`src/rtl/instr_fetch.sv`:
```
// instr_fetch: sequential instruction-fetch unit with a three-state controller.
//
// Parameters:
//   word_size   - instruction width in bits
//   index_size  - program-counter width (2**index_size instructions)
//   halt_opcode - instruction value that stops fetching
//
// Ports:
//   clk           in   rising-edge clock
//   rst_n         in   asynchronous active-low reset
//   start         in   begin fetching from start_addr (IDLE/HALTED only)
//   start_addr    in   first fetch address
//   stall         in   hold all fetch state this cycle (FETCH only)
//   branch_en     in   redirect PC to branch_target and flush ir (FETCH only)
//   branch_target in   redirect address
//   ins_val       in   instruction memory data, combinational in prog_count
//   prog_count    out  registered PC driven to instruction memory
//   ir            out  instruction register
//   ir_pc         out  address ir was fetched from
//   ir_valid      out  ir holds a valid, unflushed instruction
//   busy          out  high only while fetching
//   fetch_count   out  instructions captured since reset, saturating at 255
module instr_fetch #(
  parameter int unsigned          word_size   = 8,
  parameter int unsigned          index_size  = 4,
  parameter logic [word_size-1:0] halt_opcode = 8'hFF
) (
  input  logic                  clk,
  input  logic                  rst_n,
  input  logic                  start,
  input  logic [index_size-1:0] start_addr,
  input  logic                  stall,
  input  logic                  branch_en,
  input  logic [index_size-1:0] branch_target,
  input  logic [word_size-1:0]  ins_val,
  output logic [index_size-1:0] prog_count,
  output logic [word_size-1:0]  ir,
  output logic [index_size-1:0] ir_pc,
  output logic                  ir_valid,
  output logic                  busy,
  output logic [7:0]            fetch_count
);

  typedef enum logic [1:0] {
    IDLE,
    FETCH,
    HALTED
  } state_e;

  state_e                state_q, state_d;
  logic [index_size-1:0] prog_count_q, prog_count_d;
  logic [word_size-1:0]  ir_q, ir_d;
  logic [index_size-1:0] ir_pc_q, ir_pc_d;
  logic                  ir_valid_q, ir_valid_d;
  logic                  busy_q, busy_d;
  logic [7:0]            fetch_count_q, fetch_count_d;

  always_comb begin
    state_d       = state_q;
    prog_count_d  = prog_count_q;
    ir_d          = ir_q;
    ir_pc_d       = ir_pc_q;
    ir_valid_d    = ir_valid_q;
    fetch_count_d = fetch_count_q;

    unique case (state_q)
      IDLE, HALTED: begin
        // Outside FETCH only start is honoured; ir stays visible but is
        // marked stale from the first cycle after entry.
        ir_valid_d = 1'b0;
        if (start) begin
          prog_count_d = start_addr;
          state_d      = FETCH;
        end
      end
      FETCH: begin
        if (branch_en) begin
          prog_count_d = branch_target;
          ir_d         = '0;
          ir_valid_d   = 1'b0;
        end else if (!stall) begin
          ir_d          = ins_val;
          ir_pc_d       = prog_count_q;
          ir_valid_d    = 1'b1;
          fetch_count_d = (fetch_count_q == 8'hFF) ? fetch_count_q
                                                   : fetch_count_q + 8'd1;
          if (ins_val == halt_opcode) begin
            // PC stays on the halt instruction's address.
            state_d = HALTED;
          end else begin
            prog_count_d = prog_count_q + index_size'(1);
          end
        end
      end
      default: state_d = IDLE;
    endcase

    // busy is registered from the next state so it tracks state exactly.
    busy_d = (state_d == FETCH);
  end

  always_ff @(posedge clk or negedge rst_n) begin
    if (!rst_n) begin
      state_q       <= IDLE;
      prog_count_q  <= '0;
      ir_q          <= '0;
      ir_pc_q       <= '0;
      ir_valid_q    <= 1'b0;
      busy_q        <= 1'b0;
      fetch_count_q <= '0;
    end else begin
      state_q       <= state_d;
      prog_count_q  <= prog_count_d;
      ir_q          <= ir_d;
      ir_pc_q       <= ir_pc_d;
      ir_valid_q    <= ir_valid_d;
      busy_q        <= busy_d;
      fetch_count_q <= fetch_count_d;
    end
  end

  assign prog_count  = prog_count_q;
  assign ir          = ir_q;
  assign ir_pc       = ir_pc_q;
  assign ir_valid    = ir_valid_q;
  assign busy        = busy_q;
  assign fetch_count = fetch_count_q;

endmodule

```
`config.mk`:
```
export PLATFORM = sky130hd
export DESIGN_NAME = instr_fetch
export DESIGN_NICKNAME = d
export VERILOG_FILES = /design/src/rtl/instr_fetch.sv
export SDC_FILE = /design/constraint.sdc
export NUM_CORES = 1
export LEC_CHECK = 0
export BUFFER_PORTS_ARGS = -buffer_cell sky130_fd_sc_hd__buf_2
export CELL_PAD_IN_SITES_DETAIL_PLACEMENT = 2
export CELL_PAD_IN_SITES_GLOBAL_PLACEMENT = 2
export CORE_UTILIZATION = 30
export DETAILED_ROUTE_END_ITERATION = 8
export PLACE_DENSITY = 0.77
export SLEW_MARGIN = 10
export SYNTH_ARGS = -nofsm -noshare
export SYNTH_HDL_FRONTEND = slang
export SYNTH_SLANG_ARGS = --single-unit
```
`constraint.sdc`:
```
create_clock -name clk -period 2.2 [get_ports clk]
set_clock_uncertainty 0.05 [all_clocks]
set_input_delay 0.22 -clock clk [delete_from_list [all_inputs] [get_ports clk]]
set_output_delay 0.22 -clock clk [all_outputs]
set_load 0.02 [all_outputs]
```
==> results of run 1 <==
==> metal layers <==
layer | track usage (%) | part of all wire (%)
met1 | 19.85 | 41
met2 | 29.88 | 53
met3 | 2.872 | 4.4
met4 | 7.447 | 1.9
met5 | 0 | 0
==> registers in the layout (all words and copies together), names as in the netlist <==
register / flops
ir_pc: 4
busy: 1
ir: 8
fetch_count: 8
state_q: 2
ir_valid: 1
prog_count: 4
==> final timing paths <==
kind / start / endpoint / slack, ns / cells past startpoint
max: state_q[1] / prog_count[3] / 0.47 / 4
min: ins_val[7] / ir[7] / 0.12 / 2
max reg2reg: state_q[1] / prog_count[3] / 0.47 / 4
min reg2reg: fetch_count[6] / fetch_count[6] / 0.45 / 1
max in group asynchronous: rst_n / fetch_count[7] / 1.26 / 2
min in group asynchronous: rst_n / ir_pc[0] / 0.43 / 2
==> cell type report <==
class / instances / share of cell area (%)
Sequential cell: 28 / 43.55
Inverter: 3 / 0.6998
Clock buffer: 3 / 2.566
Tap cell: 50 / 3.888
Multi-Input combinational cell: 72 / 33.90
Timing Repair Buffer: 48 / 15.40
==> kinds of logic after synthesis <==
| family | count (synthesis) | share of synthesized area (%) |
|---|---|---|
| AOI/OAI and AO/OA | 27 | 15.19 |
| xor gates and xnor gates | 7 | 4.771 |
| adders and majority gates | 2 | 1.947 |
| buffers and inverters | 7 | 3.018 |
| DFF | 28 | 54.53 |
| muxes | 10 | 8.569 |
| and+or+nand+nor | 26 | 11.98 |
==> repair_timing <==
action,CTS,global route
hold endpoints to repair,28,0
hold buffers,1,0
endpoints found under the setup margin,0,0
==> metrics by stage <==
step	power [µW]	setup WS, ns	hold slack (ns)	area (µm²)
after floorplan	1220	0.5947	-0.1256	1285
after global placement	1454	0.5805	0.2187	1558
after detailed placement	1494	0.4666	0.2321	1558
after CTS	1781	0.4548	0.1242	1609
after global routing	1877	0.3791	0.1312	1609
final	1753	0.4672	0.1248	1609
==> synthesized netlist by cell type, drive strengths merged (2+ instances only) <==
cell,number
xor2,2
a31oi,2
mux2,8
buf,3
inv,3
nand4,6
o22ai,2
dfrtp,28
mux2i,2
nand2,6
nor2,5
xnor2,5
ha,2
and3,2
o21ai,5
a22o,8
nand2b,2
a21oi,5
==> report_power, final <==
part	internal, µW	switching (µW)
Sequential	652	153
Combinational	279	387
Clock	123	159
Total	1050	699
==> results.toml, run 1 <==
[grt]
grt-ovfl-total = 0
grt_util_all_layers_pct = 16.89
grt_pass1_vias = 1153
antenna_found_initial = 0
grt_max_degree = 29
grt_pass1_wl_um = 5547

[clock_network]
htree_levels = 1
clk_latency_ns = 0.28
tritoncts = "yes"
post_cts_buffers = 0
clk_pin_slew_ns = 0.09
cts-resized-gates = 0
cts_buffer_depth = 2
root_buffer = "clkbuf_8"
cts_sinks = 28
numCtsBuffers = 3

[synth]
ys_async_sr_fraction_pct = 100.0
synthTopCellsByArea = "dfrtp_1 55%, mux2_2 7.0%, a22o_1 5.5%"
yosys.area.top_type_share_pct = 54.53
ys_warn_count = 0
syn_inst = 107
synth_edf_count = 0
synthFlopType = "dfrtp_1"
synth_top_area_cell = "dfrtp_1"
ys_types = 32
syn_area_um2 = 1285
ys_ff_latch = 28
ys_seq_area_share_pct = 54.53
syn_avg_cell_area_um2 = 12.01
synthesis.nets = 130

[worst_setup_path]
path_delay_family = "flip-flops"
cp-end-kind = "flop"
cp_cell_sequence = "and2b_1, a2bb2oi_1, a31oi_2, mux2_2"
worstSetupPathType = "flop to flop"
critPathArrivalTime_ns = 1.85
cp-start-kind = "flop"
cpPeakStageDelay_ns = 0.48
slowest_stage = "dfrtp_1"
crit_fanout = 7
crit_buf_inv = 0
crit_required_ns = 2.32

[detailed_routing]
via_count = 1056
dr.pass1.iters = 4
wirelength_um = 3453
drtIter0Drc = 24
route.detailed.drc = 0
ant_nets = 0
wl_per_cell_um = 16.93
vias_per_cell = 5.176

[sta]
period_share_pct = 78.76
relSlewSlack_pct = 58.93
tightest_slew_ns = 0.6161
drv_slew = 0
setup_viol = 0
fmax_mhz = 577.1
fin_setup_tns_ns = 0
hold_viol = 0
min_period_ns = 1.733
rsz0062_at_grt = "no"

[outcome]
status = "complete, no violations"

[placed_design]
gp_congestion = 0.7519
hpwlAfterDp_um = 2673
dpl.cell_count = 200
port_buffers = 46

[floorplanning]
fp.dieH_um = 67.45
die-area_um2 = 4549
die_w_um = 67.45
pin_count = 47
start_util_pct = 31.67
placementRows = 23
core_um2 = 4058

[cells_and_area]
utilization_pct = 39.65
layout.cells.non_filler = 204
n_antenna_cell = 0
fill_cells = 457
area_growth_pct = 25.22
regArea_um2 = 700.7
layout_commonest_cell = "buf_2"
final_cell_mix = "46 x buf_2, 28 x dfrtp_1, 8 x mux2_2, 8 x a22o_1"
drive_gt1_share_pct = 40.26
layout.nets = 179
multi_input_area_um2 = 545.5

[power]
cellPowerDensity_nw_per_um2 = 1090
vdd_drop_max_v = 0.0002283
power.leakage_uw = 0.0007860

[min_path]
hold_class = "input port to flop"

[run]
cap_violations = 0
(Power assumes the default switching activity.)
==> run 2, diff against run 1 <==
- CORE_UTILIZATION: 30 -> 27
- PLACE_DENSITY: 0.77 -> 0.73
- clock period: 2.2 -> 1.5 ns (I/O delays scaled with it)
==> run 2 against run 1 <==
  * The run now ends with design-rule violations, negative setup slack left
  * Critical path depth grew 1
  * Utilization grew 0.36 points
  * Worst hold slack lost 0.063 ns
  * Cell count grew 9.3%
  * Sequential share of layout area shrank 4.1 points
  * Sequential power grew 45%
  * Die area grew 11%
  * Critical endpoint is now prog_count[2]
  * Largest power group is now combinational logic
==> results.toml, run 2 (synthesized netlist as in run 1, its figures left out) <==
[outcome]
status = "finished, violations left"
violations = "design-rule violations, negative setup slack"

[worst_setup_path]
critPathCapture = "prog_count[2]"
cp-end-kind = "flop"
worstSetupPathType = "flop to flop"
crit_fanout = 4
r2r_setup_slack_ns = -0.009
ff2ff_path_depth = 5
startpoint = "state_q[1]"
critPathArrivalTime_ns = 1.62
cp-start-kind = "flop"
r2r-start = "state_q[1]"
reg2reg_to = "prog_count[2]"
crit_required_ns = 1.61

[floorplanning]
pin_count = 47
start_util_pct = 28.72
die-area_um2 = 5039
core_um2 = 4474
die_w_um = 70.99
placementRows = 24
fp.dieH_um = 70.99

[clock_network]
htree_levels = 1
clk_latency_ns = 0.27
cts_sinks = 28
cts_buffer_depth = 2
numCtsBuffers = 3
tritoncts = "yes"
root_buffer = "clkbuf_8"
clk_pin_slew_ns = 0.09

[grt]
grt_pass1_wl_um = 6168
grt_util_all_layers_pct = 16.00
grt_pass1_vias = 1222
grt-ovfl-total = 0
grt_max_degree = 29
antenna_found_initial = 0

[sta]
fmax_mhz = 662.6
hold_viol = 0
tightest_slew_ns = 0.6427
min_period_ns = 1.509
final.setup.worst_slack_ns = -0.009267
drv_slew = 0
rsz0062_at_grt = "yes"
relSlewSlack_pct = 57.15
setup_viol = 3
period_share_pct = 100.6

[run]
cap_violations = 0

[cells_and_area]
layout_commonest_cell = "buf_2"
area_growth_pct = 39.34
layout.nets = 195
layout.cells.non_filler = 223
final_cell_mix = "46 x buf_2, 24 x dfrtp_1, 15 x buf_4"
n_antenna_cell = 0
utilization_pct = 40.02
drive_gt1_share_pct = 50.88

[placed_design]
port_buffers = 46
place_ws_ns = -0.06782
hpwlAfterDp_um = 2826
dpl.cell_count = 214
gp_congestion = 0.8194

[min_path]
hold_class = "input port to flop"

[detailed_routing]
dr.pass1.iters = 8
wirelength_um = 3763
route.detailed.drc = 3
ant_nets = 0
vias_per_cell = 5.018
drtIter0Drc = 45
wl_per_cell_um = 16.87
via_count = 1119

[power]
cellPowerDensity_nw_per_um2 = 1598
vdd_drop_max_v = 0.0008131
power.leakage_uw = 0.0008889
[run 2: cell types whose count changed in the layout (fill, tap and decap cells not counted), moves of 2 or more]
cell,before,now
mux2_4,0,4
dfrtp_2,0,4
buf_4,1,15
mux2_2,8,4
buf_6,0,2
dfrtp_1,28,24
[run 2: cell type report]
type / instances / area (µm²)
fillers: 482 / 2684
flip-flops and latches: 28 / 705.7
multi-input cells: 72 / 578.1
repair buffers: 64 / 375.4
well taps: 52 / 65.06
clock buffers: 4 / 55.05
inverters: 3 / 11.26
[run 2: worst min-delay path by stage]
stage / slack (ns) / cells after the start / endpoint / start
2_1_floorplan: -0.20 / 0 / busy / rst_n
3_3_place_gp: 0.15 / 1 / busy / rst_n
3_5_place_dp: 0.17 / 1 / ir_valid / rst_n
4_1_cts: 0.06 / 2 / ir[4] / ins_val[4]
5_1_grt: 0.05 / 2 / ir[5] / ins_val[5]
6_report: 0.06 / 2 / ir[4] / ins_val[4]
[run 2: layer usage]
metal  vias to the layer above  GRT usage (%)  routed length (µm)
li1                        522              -                   -
met1                       562          20.89                1718
met2                        29          27.24                1861
met3                         6          2.422                 135
met4                         0          5.333                  48
met5                         -              0                   0
[run 2: timing repair]
item                                    CTS  global route
hold endpoints to repair                 28             0
pin swaps                                 1             0
gates resized for setup                   9             3
hold buffers                              1             0
setup buffers                             3             1
endpoints found under the setup margin   11            11
[run 2: power by group]
part / internal (µW) / total [µW] / switching (µW) / leakage (µW)
Sequential: 962 / 1170 / 205 / 0.000342
Combinational: 575 / 1230 / 651 / 0.000518
Clock: 235 / 469 / 234 / 0.0000288
Total: 1770 / 2860 / 1090 / 0.000889
[run 2: critical path, stage by stage, from the launching register on]
cell       delay [ns]
dfrtp_2          0.44
and2b_2          0.25
a2bb2oi_2        0.06
a31oi_2          0.15
buf_6            0.15
mux2_4           0.30
[run 2: stage by stage]
stage	hold slack, ns	cell area (µm²)	TNS, ns	power, µW
floorplan	-0.1956	1296	-0.08397	1809
detailed placement	0.1656	1658	-0.3812	2350
finish	0.06130	1790	-0.01666	2861
global placement	0.1454	1658	0	2279
CTS	0.05618	1769	-0.03704	2890
global route	0.05332	1790	-0.2159	3055
==> run 3, diff against run 2 <==
- CORE_ASPECT_RATIO: unset -> 0.9
==> run 3 against run 2 <==
  * The flow finishes with violations (negative setup slack)
  * First-iteration DRC count fell by 6.7%
  * Sequential power barely moved
  * Wire length rose by 9.6%
  * Design area fell by 0.42%
  * Count of clock-buffer cells in the layout fell by 1
  * Die area barely moved
  * Maximum frequency fell by 3.1%
  * Sequential share of layout area barely moved
  * Sequential cell count did not move
  * Power fell by 1.7%
  * Setup slack got worse by 0.048 ns
  * Largest cell class unchanged
  * Largest power group unchanged
==> results.toml, run 3 (synthesized netlist as in run 1, its figures left out) <==
[outcome]
status = "finished, violations left"
violations = "negative setup slack"

[detailed_routing]
via_count = 1145
drtIter0Drc = 42
dr.pass1.iters = 4
wirelength_um = 4125
ant_nets = 0
wl_per_cell_um = 17.86
route.detailed.drc = 0
vias_per_cell = 4.957

[grt]
grt-ovfl-total = 0
grt_pass1_wl_um = 6499
grt_util_all_layers_pct = 17.29
grt_max_degree = 29
grt_pass1_vias = 1305
antenna_found_initial = 0

[floorplanning]
start_util_pct = 28.44
fp.dieH_um = 67.45
core_um2 = 4518
die-area_um2 = 5039
pin_count = 47
placementRows = 23
die_w_um = 74.72

[placed_design]
post_dp_cell_area_um2 = 1670
dpl.cell_count = 224
port_buffers = 46
hpwlAfterDp_um = 2964
gp_congestion = 0.7568

[sta]
period_share_pct = 103.8
rsz0062_at_grt = "yes"
drv_slew = 0
whs_ns = 0.06271
relSlewSlack_pct = 56.58
fmax_mhz = 642.0
hold_viol = 0
final.setup.worst_slack_ns = -0.05769
min_period_ns = 1.558
setup_viol = 3
tightest_slew_ns = 0.6513

[clock_network]
root_buffer = "clkbuf_8"
clk_latency_ns = 0.28
clk_pin_slew_ns = 0.09
cts_buffer_depth = 2
htree_levels = 1
numCtsBuffers = 3
tritoncts = "yes"
cts_sinks = 28

[power]
cellPowerDensity_nw_per_um2 = 1578
power.leakage_uw = 0.0008794
vdd_drop_max_v = 0.0004998

[cells_and_area]
final_cell_mix = "46 x buf_2, 26 x dfrtp_1, 13 x buf_4"
layout_commonest_cell = "buf_2"
n_antenna_cell = 0
fill_cells = 509
layout.cells.non_filler = 231
drive_gt1_share_pct = 49.11
area_growth_pct = 38.75
regArea_um2 = 703.2
finalInstanceArea_um2 = 1783
layout.nets = 194
multi_input_area_um2 = 578.1

[worst_setup_path]
slowest_stage = "dfrtp_2"
crit_required_ns = 1.62
cp_cell_sequence = "and2b_2, a2bb2oi_2, a31oi_2, buf_6, mux2_4"
cp-start-kind = "flop"
cp-end-kind = "flop"
cpPeakStageDelay_ns = 0.44
crit_fanout = 4
worstSetupPathType = "flop to flop"
critPathArrivalTime_ns = 1.67

[min_path]
hold_class = "input port to flop"

[run]
cap_violations = 0
-- run 3: path summary, 6_finish.rpt --
path	startpoint	endpoint	slack (ns)	depth (start not counted)
worst max-delay path	state_q[1]	prog_count[0]	-0.06	5
worst min-delay path	ins_val[5]	ir[5]	0.06	2
worst max register to register	state_q[1]	prog_count[0]	-0.06	5
worst min register to register	ir[7]	ir[7]	0.45	1
max in group asynchronous	rst_n	state_q[1]	0.56	2
min in group asynchronous	rst_n	ir[7]	0.38	2
-- run 3: what timing repair did --
action                                 4_1_cts  5_1_grt
setup endpoints to repair                   12       13
setup buffers                                2        1
pin swaps                                    1        0
gates resized for setup                      6        4
hold buffers                                 1        0
endpoints found under the hold margin       28        0
-- run 3: metrics by stage --
step                      util (%)  power (µW)  setup slack (ns)  setup TNS, ns
after floorplan                  -        1809          -0.02335       -0.08397
after global placement       36.97        2278         -0.006357       -0.01666
after detailed placement     36.97        2343          -0.09122        -0.4599
after CTS                    38.91        2816          -0.02881       -0.06639
after global routing         39.46        2998          -0.09768        -0.2715
final                        39.46        2813          -0.05769        -0.1522
-- run 3: area by class of cell --
class | instances | area share (%)
clock buffers | 3 | 2.316
inverters | 3 | 0.6316
multi-input cells | 72 | 32.42
flip-flops and latches | 28 | 39.44
well taps | 62 | 4.351
repair buffers | 63 | 20.84
-- run 3: worst max-delay path: cells and delay by family (launching register included) --
kind,cells,cell delay [ns]
flip-flops,1,0.44
multiplexers,1,0.31
AND/OR/NAND/NOR,1,0.27
AO/OA/AOI/OAI,2,0.22
buffers and inverters,1,0.15
-- run 3: power by group --
part | switching [µW] | internal [µW] | leakage [µW]
sequential | 191 | 959 | 0.000343
combinational | 680 | 566 | 0.000515
clock | 236 | 181 | 0.0000216
-- run 3: metal layers --
metal	track usage, %	wire (µm)	share of wire [%]	vias to the layer above
met5	0	0	0	-
met4	6.368	94	2.3	0
met3	1.493	103	2.5	9
met2	32.09	2210	54	25
met1	20.65	1716	42	594
li1	-	-	-	517
